**config.mk**
```make
export PLATFORM = sky130hd
export DESIGN_NAME = hpdcache_mshr_ctrl_flat
export DESIGN_NICKNAME = d
export VERILOG_FILES = /design/src/rtl/hpdcache_mshr_ctrl_if.sv /design/src/rtl/hpdcache_mshr_ctrl.sv /design/src/flat_wrapper.sv
export SDC_FILE = /design/constraint.sdc
export NUM_CORES = 1
export LEC_CHECK = 0
export CORE_UTILIZATION = 38
export CTS_CLUSTER_DIAMETER = 40
export DETAILED_ROUTE_END_ITERATION = 16
export PLACE_DENSITY = 0.83
export SETUP_SLACK_MARGIN = 0.2
export SLEW_MARGIN = 25
export SYNTH_ARGS = -nofsm -noshare
export SYNTH_HDL_FRONTEND = slang
export SYNTH_SLANG_ARGS = --single-unit
```
**constraint.sdc**
```tcl
create_clock -name clk_i -period 2.55 [get_ports clk_i]
set_clock_uncertainty 0.05 [all_clocks]
set_input_delay 0.255 -clock clk_i [delete_from_list [all_inputs] [get_ports clk_i]]
set_output_delay 0.255 -clock clk_i [all_outputs]
set_load 0.01 [all_outputs]
```
**src/rtl/hpdcache_mshr_ctrl_if.sv**
```systemverilog
`default_nettype none
// ============================================================================
// hpdcache_mshr_ctrl_if : miss / memory / refill / MSHR port bundle
// Revision: 1.0
// ============================================================================
interface hpdcache_mshr_ctrl_if #(
    parameter int NLINE_W    = 32,
    parameter int SET_W      = 7,
    parameter int MSHR_SET_W = 1,
    parameter int MSHR_WAY_W = 2,
    parameter int META_W     = 24
);
    localparam int ID_W = MSHR_WAY_W + MSHR_SET_W;

    logic                      miss_valid_i;
    logic                      miss_ready_o;
    logic [NLINE_W-1:0]        miss_nline_i;
    logic [META_W-1:0]         miss_meta_i;
    logic                      miss_rsp_valid_o;
    logic [1:0]                miss_rsp_status_o;
    logic [ID_W-1:0]           miss_rsp_id_o;
    logic                      mem_req_valid_o;
    logic                      mem_req_ready_i;
    logic [NLINE_W-1:0]        mem_req_nline_o;
    logic [ID_W-1:0]           mem_req_id_o;
    logic                      refill_valid_i;
    logic                      refill_ready_o;
    logic [ID_W-1:0]           refill_id_i;
    logic                      ack_valid_o;
    logic [ID_W-1:0]           ack_id_o;
    logic                      mshr_check_o;
    logic [SET_W-1:0]          mshr_check_set_o;
    logic [NLINE_W-SET_W-1:0]  mshr_check_tag_o;
    logic                      mshr_hit_i;
    logic                      mshr_alloc_full_i;
    logic [MSHR_WAY_W-1:0]     mshr_alloc_way_i;
    logic                      mshr_alloc_o;
    logic                      mshr_alloc_cs_o;
    logic [NLINE_W-1:0]        mshr_alloc_nline_o;
    logic [META_W-1:0]         mshr_alloc_meta_o;
    logic                      mshr_ack_o;
    logic                      mshr_ack_cs_o;
    logic [MSHR_SET_W-1:0]     mshr_ack_set_o;
    logic [MSHR_WAY_W-1:0]     mshr_ack_way_o;

    // master: the sequencer itself
    modport master (
        input  miss_valid_i, miss_nline_i, miss_meta_i, mem_req_ready_i,
               refill_valid_i, refill_id_i, mshr_hit_i, mshr_alloc_full_i,
               mshr_alloc_way_i,
        output miss_ready_o, miss_rsp_valid_o, miss_rsp_status_o, miss_rsp_id_o,
               mem_req_valid_o, mem_req_nline_o, mem_req_id_o, refill_ready_o,
               ack_valid_o, ack_id_o, mshr_check_o, mshr_check_set_o,
               mshr_check_tag_o, mshr_alloc_o, mshr_alloc_cs_o,
               mshr_alloc_nline_o, mshr_alloc_meta_o, mshr_ack_o,
               mshr_ack_cs_o, mshr_ack_set_o, mshr_ack_way_o
    );

    modport slave (
        output miss_valid_i, miss_nline_i, miss_meta_i, mem_req_ready_i,
               refill_valid_i, refill_id_i, mshr_hit_i, mshr_alloc_full_i,
               mshr_alloc_way_i,
        input  miss_ready_o, miss_rsp_valid_o, miss_rsp_status_o, miss_rsp_id_o,
               mem_req_valid_o, mem_req_nline_o, mem_req_id_o, refill_ready_o,
               ack_valid_o, ack_id_o, mshr_check_o, mshr_check_set_o,
               mshr_check_tag_o, mshr_alloc_o, mshr_alloc_cs_o,
               mshr_alloc_nline_o, mshr_alloc_meta_o, mshr_ack_o,
               mshr_ack_cs_o, mshr_ack_set_o, mshr_ack_way_o
    );
endinterface
`default_nettype wire

```
**src/rtl/hpdcache_mshr_ctrl.sv**
```systemverilog
`default_nettype none
// ============================================================================
// hpdcache_mshr_ctrl : single-ported MSHR sequencer (check / alloc / ack)
// Revision: 1.0
// ============================================================================
module hpdcache_mshr_ctrl #(
    parameter int NLINE_W       = 32,
    parameter int SET_W         = 7,
    parameter int MSHR_SET_W    = 1,
    parameter int MSHR_WAY_W    = 2,
    parameter int META_W        = 24,
    parameter int ACK_BURST_MAX = 4
) (
    input wire logic             clk_i,
    input wire logic             rst_ni,
    hpdcache_mshr_ctrl_if.master bus
);
    localparam int ID_W  = MSHR_WAY_W + MSHR_SET_W;
    localparam int TAG_W = NLINE_W - SET_W;
    localparam int CNT_W = $clog2(ACK_BURST_MAX + 1);
    localparam logic [CNT_W-1:0] CNT_MAX = CNT_W'(ACK_BURST_MAX);

    localparam logic [1:0] RSP_ALLOC = 2'd0;
    localparam logic [1:0] RSP_HIT   = 2'd1;
    localparam logic [1:0] RSP_FULL  = 2'd2;

    typedef enum logic [1:0] {
        IDLE   = 2'd0,
        DECIDE = 2'd1,
        ALLOC  = 2'd2
    } state_t;

    state_t              state;
    state_t              state_nx;
    logic [CNT_W-1:0]    ack_cnt;
    logic [NLINE_W-1:0]  nline_q;
    logic [META_W-1:0]   meta_q;
    logic                rsp_valid_q;
    logic [1:0]          rsp_status_q;
    logic [ID_W-1:0]     rsp_id_q;
    logic                ack_valid_q;
    logic [ID_W-1:0]     ack_id_q;

    logic                miss_grant;
    logic                ack_grant;
    logic                rsp_fire;
    logic [1:0]          rsp_status_nx;
    logic                in_alloc;
    logic                alloc_fire;
    logic [ID_W-1:0]     alloc_id;

    assign in_alloc   = (state == ALLOC);
    assign alloc_fire = in_alloc && bus.mem_req_ready_i;
    assign alloc_id   = {bus.mshr_alloc_way_i, nline_q[MSHR_SET_W-1:0]};

    always_ff @(posedge clk_i or negedge rst_ni) begin
        if (!rst_ni) begin
            state <= IDLE;
        end else begin
            state <= state_nx;
        end
    end

    // Grants are masked during reset so every output reads 0 while rst_ni is low.
    always_comb begin
        state_nx      = state;
        miss_grant    = 1'b0;
        ack_grant     = 1'b0;
        rsp_fire      = 1'b0;
        rsp_status_nx = RSP_ALLOC;
        case (state)
            IDLE: begin
                miss_grant = bus.miss_valid_i &&
                             (!bus.refill_valid_i || (ack_cnt == CNT_MAX));
                ack_grant  = bus.refill_valid_i && !miss_grant;
                if (miss_grant) begin
                    state_nx = DECIDE;
                end
            end
            DECIDE: begin
                ack_grant = bus.refill_valid_i;
                if (bus.mshr_hit_i) begin
                    rsp_fire      = 1'b1;
                    rsp_status_nx = RSP_HIT;
                    state_nx      = IDLE;
                end else if (bus.mshr_alloc_full_i) begin
                    rsp_fire      = 1'b1;
                    rsp_status_nx = RSP_FULL;
                    state_nx      = IDLE;
                end else begin
                    state_nx = ALLOC;
                end
            end
            ALLOC: begin
                if (bus.mem_req_ready_i) begin
                    rsp_fire      = 1'b1;
                    rsp_status_nx = RSP_ALLOC;
                    state_nx      = IDLE;
                end
            end
            default: state_nx = IDLE;
        endcase
        if (!rst_ni) begin
            miss_grant = 1'b0;
            ack_grant  = 1'b0;
        end
    end

    always_ff @(posedge clk_i or negedge rst_ni) begin
        if (!rst_ni) begin
            ack_cnt      <= '0;
            nline_q      <= '0;
            meta_q       <= '0;
            rsp_valid_q  <= 1'b0;
            rsp_status_q <= '0;
            rsp_id_q     <= '0;
            ack_valid_q  <= 1'b0;
            ack_id_q     <= '0;
        end else begin
            if (miss_grant) begin
                nline_q <= bus.miss_nline_i;
                meta_q  <= bus.miss_meta_i;
            end
            // Saturating burst counter; DECIDE-state acks cannot push it past the limit.
            if (!bus.miss_valid_i || miss_grant) begin
                ack_cnt <= '0;
            end else if (ack_grant && (ack_cnt != CNT_MAX)) begin
                ack_cnt <= ack_cnt + 1'b1;
            end
            rsp_valid_q <= rsp_fire;
            if (rsp_fire) begin
                rsp_status_q <= rsp_status_nx;
                rsp_id_q     <= in_alloc ? alloc_id : '0;
            end
            ack_valid_q <= ack_grant;
            if (ack_grant) begin
                ack_id_q <= bus.refill_id_i;
            end
        end
    end

    always_comb begin
        bus.mshr_check_set_o = '0;
        bus.mshr_check_tag_o = '0;
        if (state == DECIDE) begin
            bus.mshr_check_set_o = nline_q[SET_W-1:0];
            bus.mshr_check_tag_o = nline_q[NLINE_W-1:SET_W];
        end else if (miss_grant) begin
            bus.mshr_check_set_o = bus.miss_nline_i[SET_W-1:0];
            bus.mshr_check_tag_o = bus.miss_nline_i[NLINE_W-1:SET_W];
        end
    end

    assign bus.miss_ready_o       = miss_grant;
    assign bus.mshr_check_o       = miss_grant;
    assign bus.miss_rsp_valid_o   = rsp_valid_q;
    assign bus.miss_rsp_status_o  = rsp_status_q;
    assign bus.miss_rsp_id_o      = rsp_id_q;

    assign bus.mem_req_valid_o    = in_alloc;
    assign bus.mem_req_nline_o    = nline_q;
    assign bus.mem_req_id_o       = in_alloc ? alloc_id : '0;
    assign bus.mshr_alloc_o       = alloc_fire;
    assign bus.mshr_alloc_cs_o    = alloc_fire;
    assign bus.mshr_alloc_nline_o = nline_q;
    assign bus.mshr_alloc_meta_o  = meta_q;

    assign bus.refill_ready_o     = ack_grant;
    assign bus.mshr_ack_o         = ack_grant;
    assign bus.mshr_ack_cs_o      = ack_grant;
    assign bus.mshr_ack_set_o     = ack_grant ? bus.refill_id_i[MSHR_SET_W-1:0] : '0;
    assign bus.mshr_ack_way_o     = ack_grant ? bus.refill_id_i[ID_W-1:MSHR_SET_W] : '0;
    assign bus.ack_valid_o        = ack_valid_q;
    assign bus.ack_id_o           = ack_id_q;

    // TAG_W documents the check-tag width carried on the interface.
    if (TAG_W < 1) begin : g_bad_widths
        $error("NLINE_W must exceed SET_W");
    end
endmodule
`default_nettype wire

```
**src/flat_wrapper.sv**
```systemverilog
// flat-port wrapper written by rule: the top's interface ports become plain ports
module hpdcache_mshr_ctrl_flat 
#(
    parameter int NLINE_W       = 32,
    parameter int SET_W         = 7,
    parameter int MSHR_SET_W    = 1,
    parameter int MSHR_WAY_W    = 2,
    parameter int META_W        = 24,
    parameter int ACK_BURST_MAX = 4
)
  (clk_i, rst_ni, bus_miss_valid_i, bus_miss_nline_i, bus_miss_meta_i, bus_mem_req_ready_i, bus_refill_valid_i, bus_refill_id_i, bus_mshr_hit_i, bus_mshr_alloc_full_i, bus_mshr_alloc_way_i, bus_miss_ready_o, bus_miss_rsp_valid_o, bus_miss_rsp_status_o, bus_miss_rsp_id_o, bus_mem_req_valid_o, bus_mem_req_nline_o, bus_mem_req_id_o, bus_refill_ready_o, bus_ack_valid_o, bus_ack_id_o, bus_mshr_check_o, bus_mshr_check_set_o, bus_mshr_check_tag_o, bus_mshr_alloc_o, bus_mshr_alloc_cs_o, bus_mshr_alloc_nline_o, bus_mshr_alloc_meta_o, bus_mshr_ack_o, bus_mshr_ack_cs_o, bus_mshr_ack_set_o, bus_mshr_ack_way_o);
  hpdcache_mshr_ctrl_if #(.NLINE_W(NLINE_W), .SET_W(SET_W), .MSHR_SET_W(MSHR_SET_W), .MSHR_WAY_W(MSHR_WAY_W), .META_W(META_W)) bus_i ();
  input wire logic clk_i;
  input wire logic rst_ni;
  input wire logic [$bits(bus_i.miss_valid_i)-1:0] bus_miss_valid_i;
  input wire logic [$bits(bus_i.miss_nline_i)-1:0] bus_miss_nline_i;
  input wire logic [$bits(bus_i.miss_meta_i)-1:0] bus_miss_meta_i;
  input wire logic [$bits(bus_i.mem_req_ready_i)-1:0] bus_mem_req_ready_i;
  input wire logic [$bits(bus_i.refill_valid_i)-1:0] bus_refill_valid_i;
  input wire logic [$bits(bus_i.refill_id_i)-1:0] bus_refill_id_i;
  input wire logic [$bits(bus_i.mshr_hit_i)-1:0] bus_mshr_hit_i;
  input wire logic [$bits(bus_i.mshr_alloc_full_i)-1:0] bus_mshr_alloc_full_i;
  input wire logic [$bits(bus_i.mshr_alloc_way_i)-1:0] bus_mshr_alloc_way_i;
  output wire logic [$bits(bus_i.miss_ready_o)-1:0] bus_miss_ready_o;
  output wire logic [$bits(bus_i.miss_rsp_valid_o)-1:0] bus_miss_rsp_valid_o;
  output wire logic [$bits(bus_i.miss_rsp_status_o)-1:0] bus_miss_rsp_status_o;
  output wire logic [$bits(bus_i.miss_rsp_id_o)-1:0] bus_miss_rsp_id_o;
  output wire logic [$bits(bus_i.mem_req_valid_o)-1:0] bus_mem_req_valid_o;
  output wire logic [$bits(bus_i.mem_req_nline_o)-1:0] bus_mem_req_nline_o;
  output wire logic [$bits(bus_i.mem_req_id_o)-1:0] bus_mem_req_id_o;
  output wire logic [$bits(bus_i.refill_ready_o)-1:0] bus_refill_ready_o;
  output wire logic [$bits(bus_i.ack_valid_o)-1:0] bus_ack_valid_o;
  output wire logic [$bits(bus_i.ack_id_o)-1:0] bus_ack_id_o;
  output wire logic [$bits(bus_i.mshr_check_o)-1:0] bus_mshr_check_o;
  output wire logic [$bits(bus_i.mshr_check_set_o)-1:0] bus_mshr_check_set_o;
  output wire logic [$bits(bus_i.mshr_check_tag_o)-1:0] bus_mshr_check_tag_o;
  output wire logic [$bits(bus_i.mshr_alloc_o)-1:0] bus_mshr_alloc_o;
  output wire logic [$bits(bus_i.mshr_alloc_cs_o)-1:0] bus_mshr_alloc_cs_o;
  output wire logic [$bits(bus_i.mshr_alloc_nline_o)-1:0] bus_mshr_alloc_nline_o;
  output wire logic [$bits(bus_i.mshr_alloc_meta_o)-1:0] bus_mshr_alloc_meta_o;
  output wire logic [$bits(bus_i.mshr_ack_o)-1:0] bus_mshr_ack_o;
  output wire logic [$bits(bus_i.mshr_ack_cs_o)-1:0] bus_mshr_ack_cs_o;
  output wire logic [$bits(bus_i.mshr_ack_set_o)-1:0] bus_mshr_ack_set_o;
  output wire logic [$bits(bus_i.mshr_ack_way_o)-1:0] bus_mshr_ack_way_o;
  assign bus_i.miss_valid_i = bus_miss_valid_i;
  assign bus_i.miss_nline_i = bus_miss_nline_i;
  assign bus_i.miss_meta_i = bus_miss_meta_i;
  assign bus_i.mem_req_ready_i = bus_mem_req_ready_i;
  assign bus_i.refill_valid_i = bus_refill_valid_i;
  assign bus_i.refill_id_i = bus_refill_id_i;
  assign bus_i.mshr_hit_i = bus_mshr_hit_i;
  assign bus_i.mshr_alloc_full_i = bus_mshr_alloc_full_i;
  assign bus_i.mshr_alloc_way_i = bus_mshr_alloc_way_i;
  assign bus_miss_ready_o = bus_i.miss_ready_o;
  assign bus_miss_rsp_valid_o = bus_i.miss_rsp_valid_o;
  assign bus_miss_rsp_status_o = bus_i.miss_rsp_status_o;
  assign bus_miss_rsp_id_o = bus_i.miss_rsp_id_o;
  assign bus_mem_req_valid_o = bus_i.mem_req_valid_o;
  assign bus_mem_req_nline_o = bus_i.mem_req_nline_o;
  assign bus_mem_req_id_o = bus_i.mem_req_id_o;
  assign bus_refill_ready_o = bus_i.refill_ready_o;
  assign bus_ack_valid_o = bus_i.ack_valid_o;
  assign bus_ack_id_o = bus_i.ack_id_o;
  assign bus_mshr_check_o = bus_i.mshr_check_o;
  assign bus_mshr_check_set_o = bus_i.mshr_check_set_o;
  assign bus_mshr_check_tag_o = bus_i.mshr_check_tag_o;
  assign bus_mshr_alloc_o = bus_i.mshr_alloc_o;
  assign bus_mshr_alloc_cs_o = bus_i.mshr_alloc_cs_o;
  assign bus_mshr_alloc_nline_o = bus_i.mshr_alloc_nline_o;
  assign bus_mshr_alloc_meta_o = bus_i.mshr_alloc_meta_o;
  assign bus_mshr_ack_o = bus_i.mshr_ack_o;
  assign bus_mshr_ack_cs_o = bus_i.mshr_ack_cs_o;
  assign bus_mshr_ack_set_o = bus_i.mshr_ack_set_o;
  assign bus_mshr_ack_way_o = bus_i.mshr_ack_way_o;
  hpdcache_mshr_ctrl #(.NLINE_W(NLINE_W), .SET_W(SET_W), .MSHR_SET_W(MSHR_SET_W), .MSHR_WAY_W(MSHR_WAY_W), .META_W(META_W), .ACK_BURST_MAX(ACK_BURST_MAX)) u_core (.clk_i(clk_i), .rst_ni(rst_ni), .bus(bus_i));
endmodule
```
==> flow_summary.ini <==
[die]
die-area_um2 = 9611
die_w_um = 98.04
core_region_area_um2 = 8806
io_pins = 212
start_util = 0.3980
row_count = 34
fp.dieH_um = 98.04

[global_route]
use_met2 = 0.4236
busiest_layer = met2
use_met1 = 0.2646
grt_pass1_vias = 3681
grt_first_pass_wirelength_um = 17800
grt_use_total = 0.2322
grt-ovfl-total = 0
grt_max_degree = 72
grt_use_met3 = 0.05583
antenna_found_initial = 0

[power_and_ir_drop]
power.total_mw = 6.650
power.share.switching = 0.3832
internal_power_mw = 4.102
switchingPower_mw = 2.548
p_leak_nw = 3.139
max-vdd-ir-drop_mv = 0.6258
share_comb_of_total_power = 0.577
pwr-share-seq = 0.313
clkPwrFrac = 0.110
powerDensity_nw_per_um2 = 1071

[synth]
synth_top_area_share = 0.5070
synth_nets = 492
yosys_warnings = 0
netlist_area_um2 = 3505
seq_area_frac_synth = 0.5070
synth-async-reset-ratio = 1.000
synthTopCellsByArea = dfrtp_1 (51%), nand2_1 (22%), buf_4 (8.6%), o21ai_0 (4.3%), mux2_2 (1.9%)
synth.avg_cell_area_um2 = 8.364
yosys.area.top_type = dfrtp_1
synth_cell_type_count = 32
ys.flop_type = dfrtp_1
synth_common_cells = nand2_1 (204), dfrtp_1 (71), buf_4 (40), o21ai_0 (30), clkbuf_1 (9)
synth-seq-cells = 71
synth.most_common_cell = nand2_1
synth-edff-count = 0
syn_inst = 419

[route]
routed_wl_um = 11220
via_per_inst = 4.804
drt_first_iter_violations = 117
ant_nets = 0
vias = 3646
drc_errors = 18
drtPass1Iterations = 13
post_drt_wl_per_cell_um = 14.79

[worst_setup_path]
crit_chain = inv_2, ha_4, a21boi_2, or3b_4, clkinv_4, buf_12, buf_16, nand2_4, o21ai_2, buf_2
cp.arrival_ns = 2.09
cpPeakStageDelay_ns = 0.41
crit_buf_inv = 5
required_ns = 2.25
cp-end-kind = primary output
cpMaxStageDelayCell = or3b_4
crit_type = reg -> out
crit_family = buffers and inverters
cp-start-kind = flip-flop
worstPathMaxFanout = 6

[layout]
nets = 722
area_growth_pct = 77.15
n_antenna_cell = 0
seq_area_um2 = 1777
layout-drive-gt1-share = 0.2811
fin_cells = 759
multi_input_area_um2 = 1568
fill_cells = 632

[sta]
hold_viol = 0
rsz0062_at_grt = true
slew_headroom = 0.4120
setup_tns_ns = 0
max_slew.worst_pin.slew_ns = 0.8820
setup_violations = 0
period_share = 0.9383
fin_crit_ns = 2.393
setup_slack_ns = 0.1574
drv_slew = 0
max_freq_mhz = 418.0

[outcome]
violations = design-rule violations
outcome = finished with violations

[clock_network]
htreeDepth = 3
cts_buffers = 9
clock_tree.root_cell = clkbuf_8
path_clk_slew_ns = 0.07
cts_tree = yes
clockBufferDepth = 2
clock-sinks = 71
clk_latency_ns = 0.33

[placement]
hpwlAfterDp_um = 7422
dp_slack_ns = -0.1587
port_buffers = 211
finalWeightedCongestion = 0.8131
place_inst = 715

[min_path]
hold_path_class = in -> async

[job]
max_cap_viol_count = 0
-- repair_timing --
action / in CTS / in global routing
gates cloned: 3 / 0
endpoints found under the hold margin: 0 / 0
pin swaps: 15 / 9
hold buffers: 0 / 0
resized for setup: 221 / 37
setup endpoints to repair: 40 / 34
buffers inserted: 19 / 9
-- per-layer routing --
layer	routed length (um)	part of all wire
met3	864	0.077
met2	5717	0.51
met1	4433	0.40
met5	0	0
met4	207	0.018
-- cell families after synthesis --
| logic type | synth area share |
|---|---|
| buf+inv | 0.1178 |
| fa+ha+maj | 0.01785 |
| xor+xnor | 0.002500 |
| mux | 0.02213 |
| flops | 0.5070 |
| simple gates | 0.2595 |
| compound gates | 0.07319 |
-- per-stage QoR --
step                hold slack (ns)    util  area [um2]
floorplan                  -0.09059       -        3505
global placement             0.4014  0.6397        5633
detailed placement           0.4053  0.6397        5633
CTS                          0.1616  0.6880        6058
global route                 0.2211  0.7050        6208
finish                       0.1339  0.7050        6208
-- power by group through the flow --
stage	Clock [mW]	Combinational (mW)	Sequential [mW]
2_1_floorplan	0	1.48	2.26
3_3_place_gp	0	3.61	2.06
3_5_place_dp	0	3.68	2.09
4_1_cts	0.762	3.73	2.07
5_1_grt	0.812	4.11	2.15
6_report	0.734	3.84	2.08
-- registers in the layout, indices dropped and copies added, names as in the netlist --
signal,count
u_core.bus.mem_req_nline_o,32
u_core.bus.mshr_alloc_meta_o,24
u_core.ack_cnt,3
u_core.bus.ack_id_o,3
u_core.bus.miss_rsp_id_o,3
u_core.bus.miss_rsp_status_o,2
u_core.state,2
u_core.bus.ack_valid_o,1
u_core.bus.miss_rsp_valid_o,1
-- cells in the final DEF (no fill, tap or decap), types with 4 or more instances in the layout --
master,instances
nand2_1,180
inv_2,4
o21ai_1,9
o21ai_2,24
dlygate4sd2_1,6
mux2_2,6
clkdlybuf4s50_1,170
clkbuf_8,10
dfrtp_1,71
buf_2,33
nand2_2,13
buf_4,56
nand2_4,16
-- cell type report --
cell class / instances / area share
clock buffers: 11 / 0.02277
inverters: 7 / 0.005038
flip-flops and latches: 71 / 0.2862
multi-input cells: 284 / 0.2525
repair buffers: 276 / 0.4101
well taps: 108 / 0.02177
clock inverters: 2 / 0.001612
-- final timing paths --
path | startpoint | to | slack, ns | depth (start not counted)
worst max-delay path | u_core.ack_cnt[0]$_DFFE_PN0P_ | bus_mshr_check_tag_o[3] | 0.16 | 10
min in group clk_i | rst_ni | u_core.bus.ack_valid_o$_DFF_PN0_ | 0.38 | 3
worst min-delay path | rst_ni | u_core.bus.mem_req_nline_o[6]$_DFFE_PN0N_ | 0.13 | 2
worst min register to register | u_core.bus.miss_rsp_status_o[0]$_DFFE_PN0P_ | u_core.bus.miss_rsp_status_o[0]$_DFFE_PN0P_ | 0.42 | 2
worst max register to register | u_core.state[1]$_DFFE_PN0P_ | u_core.bus.miss_rsp_id_o[0]$_DFFE_PN0P_ | 0.49 | 7
max in group asynchronous | rst_ni | u_core.state[0]$_DFFE_PN0P_ | 1.75 | 2
Power figures use the tool's default switching activity.
